--- src/rtl/global_reg_file_mp.sv ---
//==============================================================================
// Module      : global_reg_file_mp
// Description : Multi-read-port register file with a load scoreboard.
//               Immediate writes and load returns commit on the rising
//               edge; reads are combinational and write-first. A pending
//               bit per register tracks outstanding loads, and two sticky
//               flags record write-after-write and spurious-return events.
// Revision    : 1.0 - initial release
//==============================================================================
`default_nettype none

module global_reg_file_mp #(
   parameter int DATA_WIDTH     = 16,
   parameter int NUM_REGS       = 16,
   parameter int NUM_READ_PORTS = 4
) (
   input  logic                               clk,
   input  logic                               reset,
   input  logic                               imm_write_en,
   input  logic [$clog2(NUM_REGS)-1:0]        imm_write_addr,
   input  logic [DATA_WIDTH-1:0]              imm_write_data,
   input  logic                               ld_issue_en,
   input  logic [$clog2(NUM_REGS)-1:0]        ld_issue_addr,
   output logic                               ld_issue_ready,
   input  logic                               ld_ret_valid,
   output logic                               ld_ret_ready,
   input  logic [$clog2(NUM_REGS)-1:0]        ld_ret_addr,
   input  logic [DATA_WIDTH-1:0]              ld_ret_data,
   input  logic [NUM_READ_PORTS*$clog2(NUM_REGS)-1:0] rd_addr,
   output logic [NUM_READ_PORTS*DATA_WIDTH-1:0]       rd_data,
   output logic [NUM_READ_PORTS-1:0]          rd_pending,
   output logic [NUM_REGS-1:0]                pending_mask,
   output logic                               err_waw,
   output logic                               err_spurious
);

   localparam int ADDR_W = $clog2(NUM_REGS);
   // One extra bit so the range compare never degenerates to a constant.
   localparam logic [ADDR_W:0] c_regs_lim = (ADDR_W+1)'(NUM_REGS);

   logic [DATA_WIDTH-1:0] r_regs [NUM_REGS];
   logic [NUM_REGS-1:0]   r_pending;
   logic [NUM_REGS-1:0]   w_pending_nxt;
   logic                  r_err_waw;
   logic                  r_err_spurious;

   logic w_imm_we;
   logic w_ret_acc;
   logic w_ret_we;
   logic w_issue_acc;

   function automatic logic in_range(input logic [ADDR_W-1:0] a);
      return ({1'b0, a} < c_regs_lim);
   endfunction

   // The immediate write owns the port when both target the same register.
   assign ld_ret_ready   = ~(imm_write_en && (imm_write_addr == ld_ret_addr));
   assign ld_issue_ready = in_range(ld_issue_addr) & ~r_pending[ld_issue_addr];

   assign w_imm_we  = imm_write_en & in_range(imm_write_addr);
   assign w_ret_acc = ld_ret_valid & ld_ret_ready;
   assign w_ret_we  = w_ret_acc & in_range(ld_ret_addr);

   // A return to the same register recycles its slot this cycle, so a
   // simultaneous issue to that register is honoured and keeps it pending.
   assign w_issue_acc = ld_issue_en &
                        (ld_issue_ready | (w_ret_we && (ld_ret_addr == ld_issue_addr)));

   assign pending_mask = r_pending;
   assign err_waw      = r_err_waw;
   assign err_spurious = r_err_spurious;

   // Scoreboard update: return clears, accepted issue sets (issue wins).
   always_comb begin
      w_pending_nxt = r_pending;
      if (w_ret_we)
         w_pending_nxt[ld_ret_addr] = 1'b0;
      if (w_issue_acc)
         w_pending_nxt[ld_issue_addr] = 1'b1;
   end

   // Register array: immediate write and load return may commit together.
   always_ff @(posedge clk or negedge reset) begin
      if (!reset) begin
         for (int r = 0; r < NUM_REGS; r++)
            r_regs[r] <= '0;
      end else begin
         for (int r = 0; r < NUM_REGS; r++) begin
            if (w_imm_we && (imm_write_addr == ADDR_W'(r)))
               r_regs[r] <= imm_write_data;
            else if (w_ret_we && (ld_ret_addr == ADDR_W'(r)))
               r_regs[r] <= ld_ret_data;
         end
      end
   end

   // Pending bits and sticky error flags.
   always_ff @(posedge clk or negedge reset) begin
      if (!reset) begin
         r_pending      <= '0;
         r_err_waw      <= 1'b0;
         r_err_spurious <= 1'b0;
      end else begin
         r_pending <= w_pending_nxt;
         if (w_imm_we && r_pending[imm_write_addr])
            r_err_waw <= 1'b1;
         if (w_ret_we && !r_pending[ld_ret_addr])
            r_err_spurious <= 1'b1;
      end
   end

   generate
      for (genvar p = 0; p < NUM_READ_PORTS; p++) begin : g_rd
         logic [ADDR_W-1:0]     w_addr;
         logic [DATA_WIDTH-1:0] w_data;
         assign w_addr = rd_addr[p*ADDR_W +: ADDR_W];

         // Write-first read: same-cycle writes bypass the registered array.
         always_comb begin
            w_data = '0;
            if (in_range(w_addr)) begin
               if (w_imm_we && (imm_write_addr == w_addr))
                  w_data = imm_write_data;
               else if (w_ret_we && (ld_ret_addr == w_addr))
                  w_data = ld_ret_data;
               else
                  w_data = r_regs[w_addr];
            end
         end

         assign rd_data[p*DATA_WIDTH +: DATA_WIDTH] = w_data;
         assign rd_pending[p] = in_range(w_addr) ? r_pending[w_addr] : 1'b0;
      end
   endgenerate

endmodule

`default_nettype wire

--- config.mk ---
export PLATFORM = sky130hd
export DESIGN_NAME = global_reg_file_mp
export DESIGN_NICKNAME = d
export VERILOG_FILES = /design/src/rtl/global_reg_file_mp.sv
export SDC_FILE = /design/constraint.sdc
export NUM_CORES = 1
export LEC_CHECK = 0
export CORE_ASPECT_RATIO = 2
export CORE_MARGIN = 1
export CORE_UTILIZATION = 50
export CTS_BUF_LIST = sky130_fd_sc_hd__clkbuf_4
export CTS_CLUSTER_SIZE = 10
export DETAILED_ROUTE_END_ITERATION = 7
export GPL_TIMING_DRIVEN = 1
export PLACE_DENSITY = 0.72
export SETUP_SLACK_MARGIN = 0.02
export SLEW_MARGIN = 0
export SYNTH_ARGS = -nofsm -noshare
export SYNTH_HDL_FRONTEND = slang
export SYNTH_SLANG_ARGS = --single-unit
export TNS_END_PERCENT = 20
--- constraint.sdc ---
create_clock -name clk -period 2.1 [get_ports clk]
set_input_delay 0.42 -clock clk [delete_from_list [all_inputs] [get_ports clk]]
set_output_delay 0.42 -clock clk [all_outputs]
set_load 0.02 [all_outputs]
==> impl_metrics.yaml <==
detailed_routing:
  vias_per_cell: 7.13
  wl_per_cell_microns: 31.1
  num_vias: 22600
  drc: 0
  wl_microns: 98500
  first_iter_violations: 3027
  ant_nets: 0
  dr.pass1.iters: 8
final_layout:
  final_cells: 3170
  design_area_sq_um: 30300
  fin_nets: 2558
  seq_area_sq_um: 6880
  multi_input_area_sq_um: 16200
  nFillCells: 3426
  drive_gt1_share_pct: 44.2
  area_growth_pct: 28.0
  final_util_pct: 64.9
timing:
  max_freq_mhz: 323
  fin_setup_tns_ns: -56.54
  hold_slack_ns: 0.127
  drv_slew: 0
  slew_headroom_pct: 66.2
  postLayoutSetupSlackWorst_ns: -0.994
  period_needed_ns: 3.09
  period_share_pct: 147
  hold_viol: 0
  rsz0062_at_grt: "yes"
  setup_viol_count_final: 70
  worstMarginPinSlew_ns: 0.507
  fin_skew_ns: 0.0258
critical_path:
  crit_type: "flop to output pin"
  crit_fanout: 3
  required_ns: 1.68
  startpoint_type: "flop"
  cp-end-kind: "output pin"
  cp.arrival_ns: 2.67
placed_design:
  portBuffers: 152
  placed_area_sq_um: 28900
  dp_hpwl_microns: 66000
  gp_congestion: 0.994
  dp_cells: 3024
  place_ws_ns: -1.28
global_route:
  grt_pass1_wl_microns: 144000
  track_usage_pct: 41.6
  grt_overflow_total: 0
  grt_pass1_vias: 23000
  grt_max_degree: 55
  antenna_found_initial: 2
synthesis:
  synthArstFlopShare_pct: 100
  synth_ff_type: "dfrtp_1"
  ys_seq_area_share_pct: 29.0
  synth-edff-count: 0
  synth_seq_cells: 274
  synth.area.top_cells: "dfrtp_1 29%, mux4_2 27%, mux2i_1 14%"
  avgSynthCellArea_sq_um: 10.9
  synthesis.area_sq_um: 23700
  synth_top_area_share_pct: 29.0
  synthDistinctLibCells: 39
  ys_warn_count: 0
  synth_top_area_cell: "dfrtp_1"
  netlist_instances: 2164
  syn_nets: 2229
power:
  totalPowerFinal_mw: 24.1
  p_leak_nw: 14.0
  p_per_area_nw_per_um2: 795
  vdd_drop_max_uv: 325
min_path:
  min_path_type: "input port to asynchronous set/reset pin"
die:
  die_area_sq_um: 48300
  die_y_microns: 310
  boundaryPins: 153
  start_util_pct: 50.8
  core-area_sq_um: 46700
  die_w_microns: 156
  rows: 112
status:
  violations: "negative setup slack"
  status: "finished, violations left"
clocking:
  clock-sinks: 274
  cts_buffers: 67
  clkTransAtPathRegs_ns: 0.07
  cts_tree: "built"
  clk_latency_ns: 0.83
  cts-root-buf: "clkbuf_4"
  cts-htree-levels: 3
  clockBufferDepth: 3
flow_run:
  max_cap_violations: 0
## layout make-up
cell class,count,area share [%]
diodes,4,0.0330
flip-flops and latches,274,22.7
clock buffers,95,2.35
repair buffers,537,18.5
multi-input cells,1610,53.5
clock inverters,20,0.268
inverters,3,0.0372
well taps,627,2.59
## state kept, by name (all words and copies together), names as in the netlist
name	flops
err_spurious	1
err_waw	1
pending_mask	16
r_regs	256
## synth_stat cells, types with 3 or more instances
cell type	n
a21oi_1	321
a22o_1	10
a22oi_1	130
a32o_1	8
and2_1	7
buf_1	9
buf_12	9
buf_2	71
buf_4	18
buf_6	29
buf_8	10
clkbuf_1	131
dfrtp_1	274
inv_1	3
mux2i_1	331
mux4_2	283
nand2_1	82
nand3_1	9
nor2_1	334
nor2b_1	15
nor3_1	4
nor4_4	4
o2111ai_2	15
o211ai_4	4
xnor2_1	4
xnor2_2	4
xor2_1	32
## critical path: stages, from the launching register on
cell and delay, ns:
dfrtp_2 0.42, mux4_2 0.48, a22oi_2 0.36, nand2_2 0.16, mux2i_1 0.18, a21oi_1 0.09, buf_2 0.16
## layout by cell type (no fill, tap or decap), drive strengths merged
| cell | n |
|---|---|
| a2111oi | 1 |
| a21oi | 321 |
| a221oi | 2 |
| a22o | 10 |
| a22oi | 130 |
| a32o | 8 |
| a41o | 1 |
| and2 | 7 |
| and2b | 1 |
| buf | 480 |
| clkbuf | 95 |
| clkdlybuf4s50 | 46 |
| clkinv | 15 |
| clkinvlp | 1 |
| dfrtp | 274 |
| diode | 4 |
| dlygate4sd2 | 10 |
| dlygate4sd3 | 1 |
| inv | 7 |
| mux2i | 331 |
| mux4 | 284 |
| nand2 | 82 |
| nand2b | 1 |
| nand3 | 10 |
| nor2 | 334 |
| nor2b | 15 |
| nor3 | 4 |
| nor4 | 5 |
| o2111ai | 16 |
| o211ai | 5 |
| o221ai | 1 |
| or2 | 1 |
| xnor2 | 8 |
| xor2 | 32 |
## routing by layer
| layer | vias to the layer above | GRT usage [%] | wire length (microns) |
|---|---|---|---|
| met5 | - | 0 | 0 |
| met4 | 0 | 36.0 | 9490 |
| met3 | 717 | 15.2 | 12600 |
| met2 | 2011 | 66.1 | 47100 |
| met1 | 11000 | 43.4 | 29300 |
| li1 | 8918 | - | - |
## path summary, 6_finish.rpt
| kind | cells past startpoint | start | endpoint | slack, ns |
|---|---|---|---|---|
| setup / recovery | 6 | r_regs[51]$_DFFE_PN0P_ | rd_data[19] | -0.99 |
| hold / removal | 2 | reset | r_regs[79]$_DFFE_PN0P_ | 0.13 |
| setup reg to reg | 7 | pending_mask[2]$_DFF_PN0_ | pending_mask[1]$_DFF_PN0_ | 0.18 |
| hold reg to reg | 1 | err_spurious$_DFFE_PN0P_ | err_spurious$_DFFE_PN0P_ | 0.55 |
| max in group asynchronous | 3 | reset | r_regs[103]$_DFFE_PN0P_ | 1.27 |
| min in group clk | 3 | ld_ret_valid | err_spurious$_DFFE_PN0P_ | 0.13 |
## cells by family (layout without fill, tap and decap cells)
group | after synthesis | after routing | share of synthesized area (%)
muxes | 615 | 615 | 41.0
AOI/OAI and AO/OA | 495 | 495 | 13.3
and+or+nand+nor | 460 | 460 | 7.99
buffers and inverters | 280 | 655 | 7.11
DFF | 274 | 274 | 29.0
xor gates and xnor gates | 40 | 40 | 1.61
other | 0 | 4 | 0
## where the power goes
part           internal [mW]  switching, mW
combinational           5.91           5.09
sequential              6.69           1.89
clock                   2.08           2.42
## what timing repair did
action	CTS	global route
buffers inserted	17	8
gates resized for setup	500	59
endpoints found under the hold margin	189	0
pin swaps	105	29
hold buffers	1	0
cloned	1	0
setup endpoints to repair	92	103
No activity file was read; power rests on OpenSTA's default activity.
